$ cat config.mk
export PLATFORM = sky130hd
export DESIGN_NAME = mac_seq
export DESIGN_NICKNAME = d
export VERILOG_FILES = /design/src/rtl/mac_seq.sv
export SDC_FILE = /design/constraint.sdc
export NUM_CORES = 1
export LEC_CHECK = 0
export CORE_MARGIN = 2
export CORE_UTILIZATION = 30
export DETAILED_ROUTE_END_ITERATION = 7
export PLACE_DENSITY_LB_ADDON = 0.05
export SYNTH_ARGS = -nofsm -noshare
export SYNTH_HDL_FRONTEND = slang
export SYNTH_SLANG_ARGS = --single-unit
$ cat constraint.sdc
create_clock -name clk -period 18.25 [get_ports clk]
set_clock_uncertainty 0.2 [all_clocks]
set_input_delay 3.65 -clock clk [delete_from_list [all_inputs] [get_ports clk]]
set_output_delay 3.65 -clock clk [all_outputs]
set_load 0.005 [all_outputs]
$ cat src/rtl/mac_seq.sv
// mac_seq: walks paired data/weight buffers, streams FP16 operand pairs into an
// external MAC unit one at a time, then writes the MAC's final result to an
// output address.
// Optional feature: define MAC_SEQ_RELU_EN to write zero instead of any result
// whose sign bit is set.
`timescale 1ns/1ps
module mac_seq #(
    parameter int ADDR_W = 12,
    parameter int CNT_W  = 16
) (
    input  logic              clk,
    input  logic              rst,
    input  logic              cmd_valid,
    output logic              cmd_ready,
    input  logic [ADDR_W-1:0] cmd_data_base,
    input  logic [ADDR_W-1:0] cmd_weight_base,
    input  logic [ADDR_W-1:0] cmd_out_addr,
    input  logic [CNT_W-1:0]  cmd_len,
    output logic              data_rd_en,
    output logic [ADDR_W-1:0] data_rd_addr,
    input  logic [15:0]       data_rd_data,
    output logic              weight_rd_en,
    output logic [ADDR_W-1:0] weight_rd_addr,
    input  logic [15:0]       weight_rd_data,
    output logic              mac_start,
    output logic [31:0]       mac_op_num,
    output logic [15:0]       mac_data,
    output logic [15:0]       mac_weight,
    input  logic              mac_take,
    input  logic              mac_done,
    input  logic [15:0]       mac_result,
    output logic              out_wr_en,
    output logic [ADDR_W-1:0] out_wr_addr,
    output logic [15:0]       out_wr_data,
    output logic              busy,
    output logic              done
);

    typedef enum logic [2:0] {
        IDLE,
        FETCH,
        LOAD,
        START,
        WAIT_TAKE,
        WAIT_RES,
        WRITE
    } state_t;

    state_t            state;
    logic [ADDR_W-1:0] data_base;
    logic [ADDR_W-1:0] weight_base;
    logic [ADDR_W-1:0] out_addr;
    logic [CNT_W-1:0]  len;
    logic [CNT_W-1:0]  idx;
    logic [CNT_W-1:0]  idx_nxt;
    logic [15:0]       res_wr;

    // Next pair index and the value that will be written back for the MAC result
    always_comb begin
        idx_nxt = idx + CNT_W'(1);
`ifdef MAC_SEQ_RELU_EN
        res_wr = mac_result[15] ? 16'h0000 : mac_result;
`else
        res_wr = mac_result;
`endif
    end

    // Sequencer FSM; every output is registered and set on entry to the state that owns it
    always_ff @(posedge clk or posedge rst) begin
        if (rst) begin
            state          <= IDLE;
            cmd_ready      <= 1'b1;
            busy           <= 1'b0;
            done           <= 1'b0;
            data_rd_en     <= 1'b0;
            weight_rd_en   <= 1'b0;
            data_rd_addr   <= '0;
            weight_rd_addr <= '0;
            mac_start      <= 1'b0;
            mac_op_num     <= '0;
            mac_data       <= '0;
            mac_weight     <= '0;
            out_wr_en      <= 1'b0;
            out_wr_addr    <= '0;
            out_wr_data    <= '0;
            data_base      <= '0;
            weight_base    <= '0;
            out_addr       <= '0;
            len            <= '0;
            idx            <= '0;
        end else begin
            data_rd_en   <= 1'b0;
            weight_rd_en <= 1'b0;
            mac_start    <= 1'b0;
            out_wr_en    <= 1'b0;
            done         <= 1'b0;
            case (state)
                IDLE: begin
                    if (cmd_valid && cmd_ready) begin
                        data_base   <= cmd_data_base;
                        weight_base <= cmd_weight_base;
                        out_addr    <= cmd_out_addr;
                        len         <= cmd_len;
                        idx         <= '0;
                        cmd_ready   <= 1'b0;
                        busy        <= 1'b1;
                        if (cmd_len == '0) begin
                            // Empty job: skip the MAC entirely and write zero
                            out_wr_en   <= 1'b1;
                            out_wr_addr <= cmd_out_addr;
                            out_wr_data <= 16'h0000;
                            done        <= 1'b1;
                            state       <= WRITE;
                        end else begin
                            data_rd_en     <= 1'b1;
                            weight_rd_en   <= 1'b1;
                            data_rd_addr   <= cmd_data_base;
                            weight_rd_addr <= cmd_weight_base;
                            state          <= FETCH;
                        end
                    end
                end
                FETCH: begin
                    state <= LOAD;
                end
                LOAD: begin
                    mac_data   <= data_rd_data;
                    mac_weight <= weight_rd_data;
                    if (idx == '0) begin
                        mac_start  <= 1'b1;
                        mac_op_num <= 32'(len - CNT_W'(1));
                        state      <= START;
                    end else begin
                        state <= WAIT_TAKE;
                    end
                end
                START: begin
                    state <= WAIT_TAKE;
                end
                WAIT_TAKE: begin
                    if (mac_take) begin
                        idx <= idx_nxt;
                        if (idx_nxt < len) begin
                            data_rd_en     <= 1'b1;
                            weight_rd_en   <= 1'b1;
                            data_rd_addr   <= data_base + ADDR_W'(idx_nxt);
                            weight_rd_addr <= weight_base + ADDR_W'(idx_nxt);
                            state          <= FETCH;
                        end else begin
                            state <= WAIT_RES;
                        end
                    end
                end
                WAIT_RES: begin
                    if (mac_done) begin
                        out_wr_en   <= 1'b1;
                        out_wr_addr <= out_addr;
                        out_wr_data <= res_wr;
                        done        <= 1'b1;
                        state       <= WRITE;
                    end
                end
                WRITE: begin
                    cmd_ready <= 1'b1;
                    busy      <= 1'b0;
                    state     <= IDLE;
                end
                default: begin
                    cmd_ready <= 1'b1;
                    busy      <= 1'b0;
                    state     <= IDLE;
                end
            endcase
        end
    end

endmodule

==> impl_metrics.py <==
metrics = {
    "timing": {
        "max_clock_freq_mhz": 157.1,
        "period_share": 0.3489,
        "hold_ws_ns": 0.2772,
        "finalSetupTns_ns": 0,
        "worstMarginPinSlew_ns": 1.047,
        "setup_viol": 0,
        "grt_setup_unrepaired": "false",
        "max_slew_margin": 0.2983,
        "slew_violations": 0,
        "min_period_ns": 6.367,
        "hold_viol": 0,
    },
    "grt": {
        "grt_usage": 0.1659,
        "grt_start_max_net_pins": 82,
        "grt-ovfl-total": 0,
        "globalRouteMet3Util": 0.03367,
        "grt-busiest-layer": "met2",
        "antenna_found_initial": 0,
        "use_met1": 0.2273,
        "first_global_vias": 7213,
        "grt.met2_usage": 0.2694,
        "grt_pass1_wl_mm": 40.46,
    },
    "cells_and_area": {
        "area_delta_synth_final_pct": 34.38,
        "final_common_cell": "clkdlybuf4s50_1",
        "drive_above_1_share": 0.1038,
        "layout_common_cells": "227 x clkdlybuf4s50_1, 205 x nand2_1, 176 x dfrtp_1",
        "n_antenna_cell": 0,
        "fin_nets": 1262,
    },
    "setup_path": {
        "setup.worst_path.class": "input port to flop",
        "r2r_start": "idx[0]$_DFFE_PP0P_",
        "crit_path_max_fanout": 34,
        "start_kind": "input port",
        "r2r-end": "data_rd_addr[10]$_DFFE_PP0P_",
        "crit_start": "cmd_valid",
        "reg2reg_depth": 15,
        "r2r_setup_slack_ns": 14.09,
        "cp.arrival_ns": 6.50,
        "cp-end-kind": "flop",
        "cp.required_ns": 18.38,
    },
    "clock_network": {
        "cts_tree": "built",
        "hold_buffers": 0,
        "ctsResizeCount": 0,
        "clock-sinks": 177,
        "cts_buffers": 17,
        "cts_root_buf": "clkbuf_16",
        "clkTransAtPathRegs_ns": 0.07,
        "cts-htree-levels": 4,
        "clk_latency_ns": 0.44,
        "postCtsSetupBuffers": 0,
        "clk_path_buf_depth": 2,
    },
    "routing": {
        "routed_wl_mm": 25.67,
        "vias": 7089,
        "drcViolationCount": 0,
        "wl_per_cell_um": 16.92,
        "drt_iter0_markers": 326,
        "dr.pass1.iters": 4,
        "antenna_left": 0,
        "drt-vias-per-instance": 4.673,
    },
    "power_and_ir_drop": {
        "powerDensity_nw_per_um2": 154.6,
        "p_leak_uw": 0.005488,
        "ir_worst_vdd_v": 0.00005662,
    },
    "place": {
        "hpwl_mm": 18.31,
        "io_buffer_count": 227,
        "place.gp.congestion": 0.8045,
    },
    "worst_hold_path": {
        "min-delay-start": "mac_op_num[15]$_DFFE_PP0P_",
        "holdCritPathClass": "flop to flop",
        "hold_path_end": "mac_op_num[15]$_DFFE_PP0P_",
        "hold_depth": 2,
    },
    "outcome": {
        "status": "completed",
    },
    "floorplan": {
        "initial_core_util": 0.3057,
        "rows": 63,
        "die_h_um": 178.0,
        "die_width_um": 178.0,
        "dieArea_um2": 31690,
        "core-area_um2": 29720,
        "num_io_pins": 228,
    },
    "yosys": {
        "netlist_area_um2": 9084,
        "synth_cell_types": 70,
        "synthTopCellsByArea": "dfrtp_1 48%, nand2_1 8.5%, ha_1 5.6%",
        "synth_flop_cell": "dfrtp_1",
        "synthCells": 918,
        "syn_area_per_cell_um2": 9.895,
        "synth_area_leader_cell": "dfrtp_1",
        "ys_ff_latch": 177,
        "yosysTopAreaCellShare": 0.4848,
        "synth_nets": 1066,
        "synthArstFlopShare": 1.000,
        "yosysWarnings": 0,
        "synth_edf_count": 0,
        "synth_seq_area_share": 0.4877,
    },
    "run": {
        "maxCapViolations": 0,
    },
}
==> how the worst max path moves through the flow <==
| stage | endpoint | slack (ns) | depth (start not counted) |
|---|---|---|---|
| after global routing | data_rd_addr[10]$_DFFE_PP0P_ | 11.69 | 9 |
| after global placement | data_rd_addr[10]$_DFFE_PP0P_ | 11.52 | 9 |
| final | data_rd_addr[10]$_DFFE_PP0P_ | 11.88 | 9 |
| after CTS | data_rd_addr[10]$_DFFE_PP0P_ | 11.83 | 9 |
| after floorplan | busy$_DFFE_PP0P_ | 9.60 | 1 |
| after detailed placement | weight_rd_addr[3]$_DFFE_PP0P_ | 11.37 | 9 |
==> where the power goes <==
| group | switching (uW) | total [uW] | internal, uW |
|---|---|---|---|
| sequential | 110 | 671 | 562 |
| combinational | 402 | 833 | 431 |
| clock | 183 | 383 | 200 |
==> sequential cells by signal, indices dropped and copies added (netlist names), 16 cells and up <==
register     flops
mac_data        16
mac_weight      16
mac_op_num      17
len             16
out_wr_data     16
idx             16
==> kinds of logic (layout without fill, tap and decap cells) <==
group,Yosys count,after routing,share of synthesized area
AO/OA/AOI/OAI,193,193,0.1405
buffers and inverters,95,304,0.05124
AND/OR/NAND/NOR,313,313,0.1541
flip-flops,177,177,0.4877
XOR/XNOR,48,48,0.04711
multiplexers,49,49,0.05840
adder cells (fa/ha/maj),43,43,0.06088
==> cells in the mapped netlist, drive strengths merged (3+ instances only) <==
master,count
clkbuf,26
or2,7
nor2,33
nand2,208
and3,7
a22o,16
o21ai,97
xnor2,37
o31ai,5
nor2b,3
ha,41
nand4,9
xor2,11
buf,32
a31oi,4
mux2i,17
a21o,7
o21a,6
a21oi,25
nand2b,3
nor4,10
a22oi,11
inv,37
nor3,14
nand3,14
dfrtp,176
mux2,32
a211oi,3
==> routing by layer <==
metal / part of all wire / routed length (um)
met5: 0 / 0
met4: 0.0096 / 246
met3: 0.045 / 1153
met2: 0.47 / 12110
met1: 0.47 / 12160
==> worst max-delay path, cell delays in order <==
cell	delay (ns)
clkdlybuf4s50_1	0.50
nand2_1	0.15
o21a_1	0.24
nor3_4	0.53
nand2_1	0.22
o31a_4	0.55
inv_4	0.16
nand2_4	0.17
o21ai_0	0.28
==> cell type report <==
cell class                 instances  area [um^2]
tap                              390        488.0
timing repair buffer             235         2332
fill                            2942        17510
sequential                       177         4431
clock buffer                      18        439.2
clock inverter                    14        163.9
inverter                          37        146.4
multi-input combinational        646         4207
==> per-stage QoR <==
step | total power [uW] | setup WS [ns] | cells | instance area, um^2 | utilization
2_1_floorplan | 1143 | 9.600 | 918 | 9084 | -
3_3_place_gp | 1522 | 11.52 | 1485 | 11600 | 0.3905
3_5_place_dp | 1529 | 11.37 | 1485 | 11600 | 0.3905
4_1_cts | 1927 | 11.83 | 1517 | 12210 | 0.4108
5_1_grt | 2046 | 11.69 | 1517 | 12210 | 0.4108
6_report | 1887 | 11.88 | 1517 | 12210 | 0.4108
Power figures use the tool's default switching activity.
